File: config.mk
export PLATFORM = sky130hd
export DESIGN_NAME = frame_collision_latch
export DESIGN_NICKNAME = d
export VERILOG_FILES = /design/src/rtl/collision_pkg.sv /design/src/rtl/border_edge_detect.sv /design/src/rtl/frame_collision_latch.sv
export SDC_FILE = /design/constraint.sdc
export NUM_CORES = 1
export LEC_CHECK = 0
export ABC_AREA = 1
export CAP_MARGIN = 20
export CORE_AREA = 2 2 73 92
export CTS_BUF_LIST = sky130_fd_sc_hd__clkbuf_16
export DETAILED_ROUTE_END_ITERATION = 16
export DIE_AREA = 0 0 75 94
export GPL_ROUTABILITY_DRIVEN = 0
export PLACE_DENSITY = 0.73
export SETUP_SLACK_MARGIN = 0.02
export SLEW_MARGIN = 10
export SYNTH_ARGS = -nofsm -noshare
export SYNTH_HDL_FRONTEND = slang
export SYNTH_HIERARCHICAL = 1
export SYNTH_SLANG_ARGS = --single-unit
File: constraint.sdc
create_clock -name clk -period 1.2 [get_ports clk]
set_input_delay 0.3 -clock clk [delete_from_list [all_inputs] [get_ports clk]]
set_output_delay 0.3 -clock clk [all_outputs]
set_load 0.02 [all_outputs]
File: src/rtl/collision_pkg.sv
// collision_pkg
//   Shared definitions for frame_collision_latch and its border detector:
//   default frame-size constants, border index enum, FSM state enum and the
//   helper that maps an object pair (i,j), i<j, onto its bit in the packed
//   upper-triangle pair vector.
package collision_pkg;

    localparam int PIX_W            = 11;
    localparam int X_FRAME_SIZE_DEF = 639;
    localparam int Y_FRAME_SIZE_DEF = 479;

    typedef enum logic [1:0] {
        B_LEFT   = 2'd0,
        B_RIGHT  = 2'd1,
        B_TOP    = 2'd2,
        B_BOTTOM = 2'd3
    } border_e;

    typedef enum logic {
        WAIT_SOF = 1'b0,
        RUN      = 1'b1
    } state_e;

    function automatic int num_pairs(input int n);
        return (n * (n - 1)) / 2;
    endfunction

    // Row-major walk of the strict upper triangle:
    // (0,1),(0,2)..(0,n-1),(1,2)..(n-2,n-1) -> 0,1,2,...
    function automatic int pair_idx(input int i, input int j, input int n);
        return i * n - (i * (i + 1)) / 2 + (j - i - 1);
    endfunction

endpackage

File: src/rtl/border_edge_detect.sv
// border_edge_detect
//   Purely combinational border-hit detection for one object channel.
//   Ports:
//     i_request  object covers the current pixel
//     i_pixel_x  current scan X (unsigned)
//     i_pixel_y  current scan Y (unsigned)
//     o_border   border hits this cycle, indexed by border_e
module border_edge_detect
    import collision_pkg::*;
#(
    parameter int X_FRAME_SIZE = X_FRAME_SIZE_DEF,
    parameter int Y_FRAME_SIZE = Y_FRAME_SIZE_DEF
) (
    input  logic             i_request,
    input  logic [PIX_W-1:0] i_pixel_x,
    input  logic [PIX_W-1:0] i_pixel_y,
    output logic [3:0]       o_border
);

    localparam logic [PIX_W-1:0] X_LAST = PIX_W'(X_FRAME_SIZE);
    localparam logic [PIX_W-1:0] Y_LAST = PIX_W'(Y_FRAME_SIZE);

    // Exact equality: coordinates beyond the frame never count as a border.
    always_comb begin
        o_border           = '0;
        o_border[B_LEFT]   = i_request && (i_pixel_x == '0);
        o_border[B_RIGHT]  = i_request && (i_pixel_x == X_LAST);
        o_border[B_TOP]    = i_request && (i_pixel_y == '0);
        o_border[B_BOTTOM] = i_request && (i_pixel_y == Y_LAST);
    end

endmodule

File: src/rtl/frame_collision_latch.sv
// frame_collision_latch
//   Accumulates border hits and object-pair overlaps over one frame and
//   presents them on registered outputs at the following startOfFrame. The
//   outputs hold for the whole next frame.
//   Ports:
//     clk, resetN        clock, async active-low reset
//     startOfFrame       one-cycle pulse on the first pixel of a frame
//     pixelX, pixelY     current scan position
//     drawingRequest     per-object coverage of the current pixel
//     hitLeft/Right/Top/Bottom  previous frame's border hits per object
//     objHit             previous frame's pair overlaps, full symmetric matrix
//     frameDone          one-cycle pulse when outputs update
//     anyHit             one-cycle pulse with frameDone when any bit is set
//
//   state    | meaning
//   WAIT_SOF | after reset; accumulators held clear, waiting for first SOF
//   RUN      | accumulating; every SOF transfers and restarts the frame
module frame_collision_latch
    import collision_pkg::*;
#(
    parameter int                     N_OBJ        = 4,
    parameter int                     X_FRAME_SIZE = X_FRAME_SIZE_DEF,
    parameter int                     Y_FRAME_SIZE = Y_FRAME_SIZE_DEF,
    parameter logic [N_OBJ*N_OBJ-1:0] PAIR_MASK    = '1
) (
    input  logic                     clk,
    input  logic                     resetN,
    input  logic                     startOfFrame,
    input  logic [PIX_W-1:0]         pixelX,
    input  logic [PIX_W-1:0]         pixelY,
    input  logic [N_OBJ-1:0]         drawingRequest,
    output logic [N_OBJ-1:0]         hitLeft,
    output logic [N_OBJ-1:0]         hitRight,
    output logic [N_OBJ-1:0]         hitTop,
    output logic [N_OBJ-1:0]         hitBottom,
    output logic [N_OBJ*N_OBJ-1:0]   objHit,
    output logic                     frameDone,
    output logic                     anyHit
);

    localparam int N_PAIR = num_pairs(N_OBJ);

    logic [3:0]              w_border [N_OBJ];
    logic [N_OBJ-1:0]        w_det_left;
    logic [N_OBJ-1:0]        w_det_right;
    logic [N_OBJ-1:0]        w_det_top;
    logic [N_OBJ-1:0]        w_det_bottom;
    logic [N_PAIR-1:0]       w_det_pair;
    logic [N_OBJ*N_OBJ-1:0]  w_pair_full;

    logic [N_OBJ-1:0]        r_acc_left;
    logic [N_OBJ-1:0]        r_acc_right;
    logic [N_OBJ-1:0]        r_acc_top;
    logic [N_OBJ-1:0]        r_acc_bottom;
    logic [N_PAIR-1:0]       r_acc_pair;

    state_e                  r_state;
    state_e                  w_state_nxt;
    logic                    w_acc_en;
    logic                    w_transfer;

    for (genvar g = 0; g < N_OBJ; g++) begin : g_border
        border_edge_detect #(
            .X_FRAME_SIZE (X_FRAME_SIZE),
            .Y_FRAME_SIZE (Y_FRAME_SIZE)
        ) u_border (
            .i_request (drawingRequest[g]),
            .i_pixel_x (pixelX),
            .i_pixel_y (pixelY),
            .o_border  (w_border[g])
        );
    end

    always_comb begin
        w_det_left   = '0;
        w_det_right  = '0;
        w_det_top    = '0;
        w_det_bottom = '0;
        for (int k = 0; k < N_OBJ; k++) begin
            w_det_left[k]   = w_border[k][B_LEFT];
            w_det_right[k]  = w_border[k][B_RIGHT];
            w_det_top[k]    = w_border[k][B_TOP];
            w_det_bottom[k] = w_border[k][B_BOTTOM];
        end
    end

    // Only the upper triangle of PAIR_MASK is consulted.
    always_comb begin
        w_det_pair = '0;
        for (int i = 0; i < N_OBJ; i++) begin
            for (int j = i + 1; j < N_OBJ; j++) begin
                w_det_pair[pair_idx(i, j, N_OBJ)] = drawingRequest[i]
                    & drawingRequest[j] & PAIR_MASK[i*N_OBJ+j];
            end
        end
    end

    // Expand the triangle into the symmetric matrix; diagonal stays 0.
    always_comb begin
        w_pair_full = '0;
        for (int i = 0; i < N_OBJ; i++) begin
            for (int j = 0; j < N_OBJ; j++) begin
                if (i < j) begin
                    w_pair_full[i*N_OBJ+j] = r_acc_pair[pair_idx(i, j, N_OBJ)];
                end else if (i > j) begin
                    w_pair_full[i*N_OBJ+j] = r_acc_pair[pair_idx(j, i, N_OBJ)];
                end
            end
        end
    end

    always_ff @(posedge clk or negedge resetN) begin
        if (!resetN) begin
            r_state <= WAIT_SOF;
        end else begin
            r_state <= w_state_nxt;
        end
    end

    always_comb begin
        w_state_nxt = r_state;
        w_acc_en    = 1'b0;
        w_transfer  = 1'b0;
        case (r_state)
            WAIT_SOF: begin
                if (startOfFrame) begin
                    w_state_nxt = RUN;
                    w_acc_en    = 1'b1;
                end
            end
            RUN: begin
                w_acc_en   = 1'b1;
                w_transfer = startOfFrame;
            end
            default: begin
                w_state_nxt = WAIT_SOF;
            end
        endcase
    end

    // On an SOF cycle the accumulators drop the old frame and take only this
    // cycle's detections, so the first pixel lands in the new frame.
    always_ff @(posedge clk or negedge resetN) begin
        if (!resetN) begin
            r_acc_left   <= '0;
            r_acc_right  <= '0;
            r_acc_top    <= '0;
            r_acc_bottom <= '0;
            r_acc_pair   <= '0;
        end else if (!w_acc_en) begin
            r_acc_left   <= '0;
            r_acc_right  <= '0;
            r_acc_top    <= '0;
            r_acc_bottom <= '0;
            r_acc_pair   <= '0;
        end else if (startOfFrame) begin
            r_acc_left   <= w_det_left;
            r_acc_right  <= w_det_right;
            r_acc_top    <= w_det_top;
            r_acc_bottom <= w_det_bottom;
            r_acc_pair   <= w_det_pair;
        end else begin
            r_acc_left   <= r_acc_left   | w_det_left;
            r_acc_right  <= r_acc_right  | w_det_right;
            r_acc_top    <= r_acc_top    | w_det_top;
            r_acc_bottom <= r_acc_bottom | w_det_bottom;
            r_acc_pair   <= r_acc_pair   | w_det_pair;
        end
    end

    always_ff @(posedge clk or negedge resetN) begin
        if (!resetN) begin
            hitLeft   <= '0;
            hitRight  <= '0;
            hitTop    <= '0;
            hitBottom <= '0;
            objHit    <= '0;
            frameDone <= 1'b0;
            anyHit    <= 1'b0;
        end else if (w_transfer) begin
            hitLeft   <= r_acc_left;
            hitRight  <= r_acc_right;
            hitTop    <= r_acc_top;
            hitBottom <= r_acc_bottom;
            objHit    <= w_pair_full;
            frameDone <= 1'b1;
            anyHit    <= |{r_acc_left, r_acc_right, r_acc_top, r_acc_bottom,
                           r_acc_pair};
        end else begin
            frameDone <= 1'b0;
            anyHit    <= 1'b0;
        end
    end

endmodule

==> impl_summary.md, run 1 <==
Status
The flow ran to the end, and the final reports show no timing, DRC or antenna violations.

Synth
By area, the combinational part of the netlist is dominated by simple AND/OR/NAND/NOR gates. The commonest register cell after synthesis is sky130_fd_sc_hd__dfrtp_1. The gate count after technology mapping is roughly 420. In the post-synthesis netlist, the biggest area contributors are sky130_fd_sc_hd__dfrtp_1, sky130_fd_sc_hd__nand2_1, sky130_fd_sc_hd__nor2_1. The register area share after synthesis is 0.434.

In this run, synthesis produced a sequential element count of 47. Of the total synthesized cell area, the portion taken by full adders, half adders and majority gates is 0. The most instantiated library cell after synthesis is sky130_fd_sc_hd__nand2_1. Counting flops with an async set or reset pin after synthesis yields a share of 1.00.

Yosys printed 6 warnings. The number of different library cells in the post-synthesis netlist is 14. Of the total synthesized cell area, the portion taken by AND, OR, NAND and NOR gates is 0.379.

The compound-gate portion of the synthesized area came to 0.0443. The synthesized design spends more area on one cell type than any other, namely sky130_fd_sc_hd__dfrtp_1. The mean area per synthesized cell is between 6 and 7 um^2. The area share of the leading cell type in the synthesized netlist is 0.434. The number of flops mapped to enable cells by yosys is 0. The xor/xnor share of the synthesized area is 0. The mapped netlist covers 2710 um^2. The multiplexer area fraction after synthesis is 0. Sorting the synthesized cells by how often they occur yields sky130_fd_sc_hd__nand2_1, sky130_fd_sc_hd__nor2_1, sky130_fd_sc_hd__inv_1.

Floorplan
The initial utilization of the core area, before any placement, comes to 0.443. In this run the vertical extent of the chip is ~94 um. The die area is between 7000 and 8000 um^2.

The number of primary I/O pins is 63. After floorplanning, the core was sized to cover slightly above 6000 um^2. In this run the horizontal extent of the chip is approximately 75 um. In this run the core area contains 32 standard-cell rows.

Final layout
The final design instance area without fill is ~3600 um^2. The number of nets at the end of the flow is ~520. The number of diodes added for antenna fixing is 0. At the end of the flow the core is filled with cells to 0.580. The layout overhead on the synthesized area is 31.1%. In the final layout, the share of cells above drive strength 1 is 0.138.

The filler-free cell count of the finished design is around 580.

Global route
For this run, the total global-route usage over all layers was measured as 0.179. The number of global-route vias before repair was about 2,400. Entering global routing, the biggest net connects between 40 and 50 pins. The initial antenna violation count was 0. The first global-routing pass estimated 10,100 um of wire.

The leftover overflow at the end of global routing is 0.

Setup path
The highest-delay cell along the critical path is sky130_fd_sc_hd__dfrtp_1. STA puts the critical path data required time at approximately 0.9 ns. The critical path in this run is classified as register to primary output. The largest incremental delay on the critical path is around 0.4 ns. The largest fanout of any net on the critical path is 3. Setup slack on the worst reg-to-reg path comes out at around 0.21 ns. The worst setup path is launched from a register. Traced cell by cell, the critical path runs through buf_2. The data arrival time of the critical path is between 0.8 and 0.9 ns. The number of buffers and inverters on the critical path is 1. The cell family contributing the most delay on the critical path is flip-flops. STA classifies the critical path endpoint as a primary output.

Route
After detailed routing, the number of remaining DRC violations is 0. The number of iterations in the first detailed-routing pass is 4. Once detail routing completed, the nets flagged for antenna violations numbered 0. For this block, the initial DRC count from the detailed router was approximately 130. The final routed wire length divided by cell count is between 9 and 10 um.

In the routed layout, each cell is associated on average with a via count of between 4 and 5. The number of vias in the routed layout is around 2,500. For this block, the routed nets add up to between 5000 and 6000 um of wire.

Clocking
The CTS sink count is between 40 and 50. The number of clock buffers inserted by TritonCTS is 5. The later pin in the worst-skew pair is clocked with a latency of roughly 0.28 ns. Clock-pin slew was measured on the worst setup and hold paths at around 0.060 ns.

The maximum buffer depth of the clock tree is 2. The clock tree synthesis step divided the H-tree into 2 levels. In this run the clock root is driven by a sky130_fd_sc_hd__clkbuf_16.

The number of buffers inserted to repair setup after CTS is 0. TritonCTS built the clock tree.

Placed design
Detailed placement ended at an HPWL of approximately 4400 um. Buffers placed on the I/O ports in this run total between 50 and 60. The total instance count after detailed placement is approximately 570. The cell area after placement is around 3500 um^2.

STA
In the finished design, the share of the clock period the worst path needs comes to 0.954. Setup repair after global routing left no endpoint under its margin. Across all hold checks on the routed design, the worst slack comes to 0.472 ns. The final count of pins violating max slew is 0. The final hold violation count was 0.

For this run, the top clock speed supported by timing is a little under 0.9 GHz. The time the final worst path needs with I/O delays and setup is 1.14 ns. The final setup skew is between 0.003 and 0.004 ns. Setup violations remaining at the end of the flow were counted as 0.

Power
The total power is 3740 uW. The highest ir drop seen on vdd is ~0.00049 V. Summed over all cells, the static leakage comes to between 0.002 and 0.0025 uW. In this run the power density over the cells is around 1100 nW/um^2.

Job
Across the run, the number of max-cap violations was 0.

Worst hold path
The path category of the worst min-delay check is register to register.
-- path summary, 6_finish.rpt --
kind                                         to  cells past startpoint       from
worst max-delay path                  objHit[4]                      1  objHit[4]
worst min-delay path                  hitTop[0]                      2  hitTop[0]
worst max register to register      hitRight[3]                      5    r_state
worst min register to register        hitTop[0]                      2  hitTop[0]
max in group asynchronous       r_acc_bottom[1]                      3     resetN
min in group asynchronous            hitLeft[1]                      3     resetN
-- sequential cells by signal, summed over array words and instances (netlist names) --
| register | cells |
|---|---|
| anyHit | 1 |
| frameDone | 1 |
| hitBottom | 4 |
| hitLeft | 4 |
| hitRight | 4 |
| hitTop | 4 |
| objHit | 6 |
| r_acc_bottom | 4 |
| r_acc_left | 4 |
| r_acc_pair | 6 |
| r_acc_right | 4 |
| r_acc_top | 4 |
| r_state | 1 |
-- layer usage --
layer | vias to the layer above | routed length, um | track usage
met1 | 1098 | 2640 | 0.232
li1 | 1360 | - | -
met2 | 58 | 2810 | 0.308
met3 | 6 | 228 | 0.0161
met4 | 0 | 83 | 0.0625
met5 | - | 0 | 0
-- what timing repair did --
action	4_1_cts	5_1_grt
endpoints found under the hold margin	4	0
endpoints found under the setup margin	39	16
hold buffers	1	0
cloned	0	0
gates resized for setup	129	14
-- worst reg2reg max path: stages (launching register included) --
cell,delay [ns]
sky130_fd_sc_hd__dfrtp_1,0.40
sky130_fd_sc_hd__nand2_2,0.13
sky130_fd_sc_hd__inv_1,0.09
sky130_fd_sc_hd__buf_12,0.15
sky130_fd_sc_hd__nand2_1,0.07
sky130_fd_sc_hd__nand2_1,0.06
-- cells in the final DEF, fill, tap and decap left out, drive strengths merged, types with 5 or more instances in the layout --
| cell type | n |
|---|---|
| a21oi | 22 |
| buf | 53 |
| clkbuf | 5 |
| dfrtp | 47 |
| dlygate4sd2 | 9 |
| dlymetal6s2s | 14 |
| inv | 71 |
| nand2 | 162 |
| nor2 | 90 |
-- power breakdown --
part	switching, uW	internal [uW]
Sequential	31.9	1630
Combinational	354	238
Clock	527	962
-- cells by family after synthesis --
| logic type | after synthesis |
|---|---|
| and+or+nand+nor | 261 |
| buffers and inverters | 88 |
| DFF | 47 |
| AOI/OAI and AO/OA | 24 |
| other | 1 |
-- stage by stage --
stage                     setup TNS (ns)  worst slack (ns)
final                                  0            0.0550
after global routing                   0            0.0213
after CTS                              0            0.0233
after detailed placement          -10.55            -0.294
after global placement             -9.68            -0.259
after floorplan                        0             0.239
-- cell type report --
type / instances / area, um^2
Clock inverter: 2 / 33.8
Fill cell: 607 / 2570
Timing Repair Buffer: 81 / 687
Multi-Input combinational cell: 289 / 1160
Sequential cell: 47 / 1180
Inverter: 70 / 263
Tap cell: 85 / 106
Clock buffer: 5 / 125
(Power assumes the default switching activity.)
==> inputs of run 2 (changes only) <==
--- a/config.mk
+++ b/config.mk
@@ -7,12 +7,12 @@
 export LEC_CHECK = 0
 export ABC_AREA = 1
 export CAP_MARGIN = 20
-export CORE_AREA = 2 2 73 92
+export CORE_AREA = 2 2 69 88
 export CTS_BUF_LIST = sky130_fd_sc_hd__clkbuf_16
 export DETAILED_ROUTE_END_ITERATION = 16
-export DIE_AREA = 0 0 75 94
+export DIE_AREA = 0 0 71 90
 export GPL_ROUTABILITY_DRIVEN = 0
-export PLACE_DENSITY = 0.73
+export PLACE_DENSITY = 0.79
 export SETUP_SLACK_MARGIN = 0.02
 export SLEW_MARGIN = 10
 export SYNTH_ARGS = -nofsm -noshare
==> constraint.sdc (replaced) <==
create_clock -name clk -period 1.2 [get_ports clk]
set_input_delay 0.12 -clock clk [delete_from_list [all_inputs] [get_ports clk]]
set_output_delay 0.12 -clock clk [all_outputs]
set_load 0.02 [all_outputs]
==> run 2 against run 1 <==
  * First-iteration DRC count is 17% higher
  * Cell count decreased by 5.0%
  * Utilization rose by 5.4 points
  * Clock skew shrank 0.0011 ns
  * Register-to-register slack worse by 0.03 ns
  * Global-route usage rose by 2.2 points
  * Flip-flop and latch count unchanged
  * Fmax is 1.7% higher
  * Final area rose by 0.42%
  * Die area shrank 9.4%
  * Critical endpoint is now objHit[1]
  * Largest cell class unchanged
  * Largest power group is now the clock network
  * Highest routed layer unchanged
==> impl_summary.md, run 2 (synthesis results as in run 1) <==
STA
The final setup skew is 0.00255 ns (was 0.00368 ns). The time the final worst path needs with I/O delays and setup is 1.13 ns (was 1.14 ns). The final hold violation count is 0 (unchanged). The final count of pins violating max slew came to 0 (unchanged).

Unrepaired setup endpoints after global routing: false (unchanged). The setup TNS after final layout is 0 ns (unchanged). The part of the cycle the worst path needs is 0.938 (was 0.954). The final-report setup violation count was 0 (unchanged).

The highest clock frequency the design can meet is 0.889 GHz (was 0.873 GHz).

Setup path
The number of buffers and inverters on the critical path came to 1 (unchanged). The data arrival time of the critical path was 1.01 ns (was 0.84 ns). The critical setup path kind is register to primary output (unchanged).

The family with the most delay on the worst path is flip-flops (unchanged). Series of cell instances along the critical path: dlygate4sd2_1 (was buf_2). The category of the worst setup path capture point was a primary output (unchanged). The required time at the endpoint of the critical path is 1.08 ns (was 0.90 ns).

The largest fanout of any net on the critical path is 3 (unchanged). The total number of cells along the worst setup path came to 1 (unchanged). The depth of the worst register-to-register path is 6 (was 5). The highest-delay cell along the critical path is sky130_fd_sc_hd__dfrtp_1 (unchanged). The slack of the worst reg-to-reg path is 0.18 ns (was 0.21 ns).

The critical path startpoint category is a register (unchanged). The largest incremental delay on the critical path is 0.39 ns (was 0.40 ns).

Global route
The wire length of the first global-routing pass is 10,500 um (was 10,100 um). The number of global-route vias before repair was 2,422 (was 2,360). The leftover overflow at the end of global routing is 0 (unchanged). The initial antenna violation count is 0 (unchanged). The pin count of the biggest net entering global routing is 48 (unchanged).

The total routing resource utilization after global routing is 0.201 (was 0.179).

Power
The switching power of the nets was 949 uW (was 913 uW). The static leakage came to 0.00207 uW (was 0.00218 uW). The highest ir drop seen on vdd is 0.000816 V (was 0.000489 V). The total power divided by cell area is 1130 nW/um^2 (was 1050 nW/um^2).

The combinational share of power is 0.151 (was 0.158). The sequential cell fraction of total power is 0.414 (was 0.444). The clock network power share is 0.435 (was 0.398).

The total power is 4020 uW (was 3740 uW). The internal power consumption is 3070 uW (was 2830 uW). The proportion of total power due to net switching came to 0.236 (was 0.244).

Final layout
The fraction of the core area covered by cells at the end of the flow is 0.635 (was 0.580). The layout filler cell count is 490 (was 607). The layout overhead on the synthesized area is 31.7% (was 31.1%). The area occupied by registers is 1180 um^2 (unchanged). The final design instance area without fill is 3570 um^2 (was 3550 um^2). The area occupied by multi-input gates is 1160 um^2 (unchanged). Commonest cells after routing, fill and taps aside: sky130_fd_sc_hd__nand2_1, sky130_fd_sc_hd__nor2_1, sky130_fd_sc_hd__inv_1 (unchanged).

The filler-free cell count of the finished design is 550 (was 579). The most common cell after layout, fill and taps aside is sky130_fd_sc_hd__nand2_1 (unchanged). The number of nets at the end of the flow is 512 (was 523). Largest registers: objHit x6, r_acc_pair x6 (unchanged). The number of diodes added for antenna fixing is 0 (unchanged). The fraction of layout instances using a drive strength above 1 came to 0.0579 (was 0.138).

Placed design
The cell area after placement came to 3410 um^2 (was 3510 um^2). The detailed placement HPWL is 4460 um (was 4390 um). The total instance count after detailed placement is 541 (was 571). The number of I/O port buffers is 58 (unchanged).

Floorplan
The core region area is 5620 um^2 (was 6130 um^2). The row count was 31 (was 32). The initial core utilization is 0.482 (was 0.443). The die area came to 6390 um^2 (was 7050 um^2). The overall die width is 71 um (was 75 um).

The y dimension of the die is 90 um (was 94 um). The number of primary I/O pins was 63 (unchanged).

Worst hold path
The path category of the worst min-delay check is primary input to asynchronous set/reset pin (was register to register).

Clocking
The CTS sink count is 47 (unchanged). The source-to-sink clock delay at the later pin of the worst-skew pair is 0.28 ns (about the same). The maximum buffer depth of the clock tree is 2 (unchanged).

The number of H-tree branching levels is 2 (unchanged). The number of clock buffers inserted by TritonCTS was 5 (unchanged). The post-CTS clock slew at the launch and capture registers of the worst setup and hold paths came to 0.06 ns (about the same). The master cell of the clock root buffer is sky130_fd_sc_hd__clkbuf_16 (unchanged). The clock tree from TritonCTS is yes (unchanged).

Status
Run status: completed (unchanged).

Route
The number of vias in the routed layout is 2,585 (was 2,522). The average vias per placed instance is 4.70 (was 4.36). The final routed wire length divided by cell count was 11.0 um (was 9.95 um). The number of routed nets with antenna violations came to 0 (unchanged). The iteration-0 DRC count of the detailed router is 153 (was 131). The number of iterations in the first detailed-routing pass is 4 (unchanged). The wire length after detailed routing came to 6040 um (was 5760 um). The number of design rule violations left after detail routing was 0 (unchanged).

Job
The max-cap violation count is 0 (unchanged).
-- run 2: cell count changes in the layout (fill, tap and decap cells not counted) --
| cell | delta |
|---|---|
| sky130_fd_sc_hd__buf_4 | -11 |
| sky130_fd_sc_hd__buf_2 | -30 |
| sky130_fd_sc_hd__dlygate4sd2_1 | +21 |
| sky130_fd_sc_hd__bufinv_16 | +1 |
| sky130_fd_sc_hd__clkdlybuf4s50_1 | +22 |
| sky130_fd_sc_hd__dlymetal6s2s_1 | -13 |
-- run 2: stage by stage --
stage / hold WS [ns] / setup slack, ns
after detailed placement: 0.119 / -0.128
after floorplan: -0.176 / 0.239
after global routing: 0.379 / 0.0361
after global placement: 0.116 / -0.0950
final: 0.343 / 0.0746
after CTS: 0.361 / 0.0713
-- run 2: repair_timing --
item	4_1_cts	5_1_grt
gates cloned	0	0
gates resized for setup	30	1
endpoints found under the setup margin	30	1
hold buffers	1	0
hold endpoints to repair	47	0
buffers inserted	0	0
-- run 2: path summary, 6_finish.rpt --
path	startpoint	end
max in group asynchronous	resetN	hitTop[0]
max reg2reg	r_acc_right[1]	anyHit
min	resetN	hitLeft[1]
max	objHit[4]	objHit[1]
min in group clk	pixelX[9]	r_acc_right[2]
min reg2reg	hitRight[3]	hitRight[3]
-- run 2: final cells by class --
type                            count  share of cell area
Tap cell                           66              0.0231
Clock inverter                      3              0.0179
Sequential cell                    47               0.329
Multi-Input combinational cell    289               0.326
Timing Repair Buffer               70               0.195
Inverter                           70              0.0736
Clock buffer                        5              0.0351
-- run 2: worst register-to-register path, delay by kind of cell (launching register included) --
family	cells	cell delay [ns]
and+or+nand+nor	5	0.48
buffers and inverters	1	0.03
DFF	1	0.41
-- run 2: power groups by stage --
stage,sequential [uW],combinational [uW],clock (uW)
after global routing,1670,679,1840
after floorplan,1730,289,0
after detailed placement,1690,644,0
after global placement,1690,627,0
after CTS,1660,614,1770
final,1660,607,1750
-- run 2: routing by layer --
| layer | vias up | wire [um] | GRT usage |
|---|---|---|---|
| met3 | 12 | 200 | 0.0303 |
| li1 | 1346 | - | - |
| met4 | 0 | 148 | 0.0849 |
| met1 | 1157 | 2560 | 0.238 |
| met5 | - | 0 | 0 |
| met2 | 70 | 3130 | 0.356 |
==> inputs of run 3 (changes only) <==
--- a/config.mk
+++ b/config.mk
@@ -6,6 +6,7 @@
 export NUM_CORES = 1
 export LEC_CHECK = 0
 export ABC_AREA = 1
+export ABC_CLOCK_PERIOD_IN_PS = 1200
 export CAP_MARGIN = 20
 export CORE_AREA = 2 2 69 88
 export CTS_BUF_LIST = sky130_fd_sc_hd__clkbuf_16
==> results of run 3 <==
No change in the layout: final DEF, timing and power equal those of run 2.
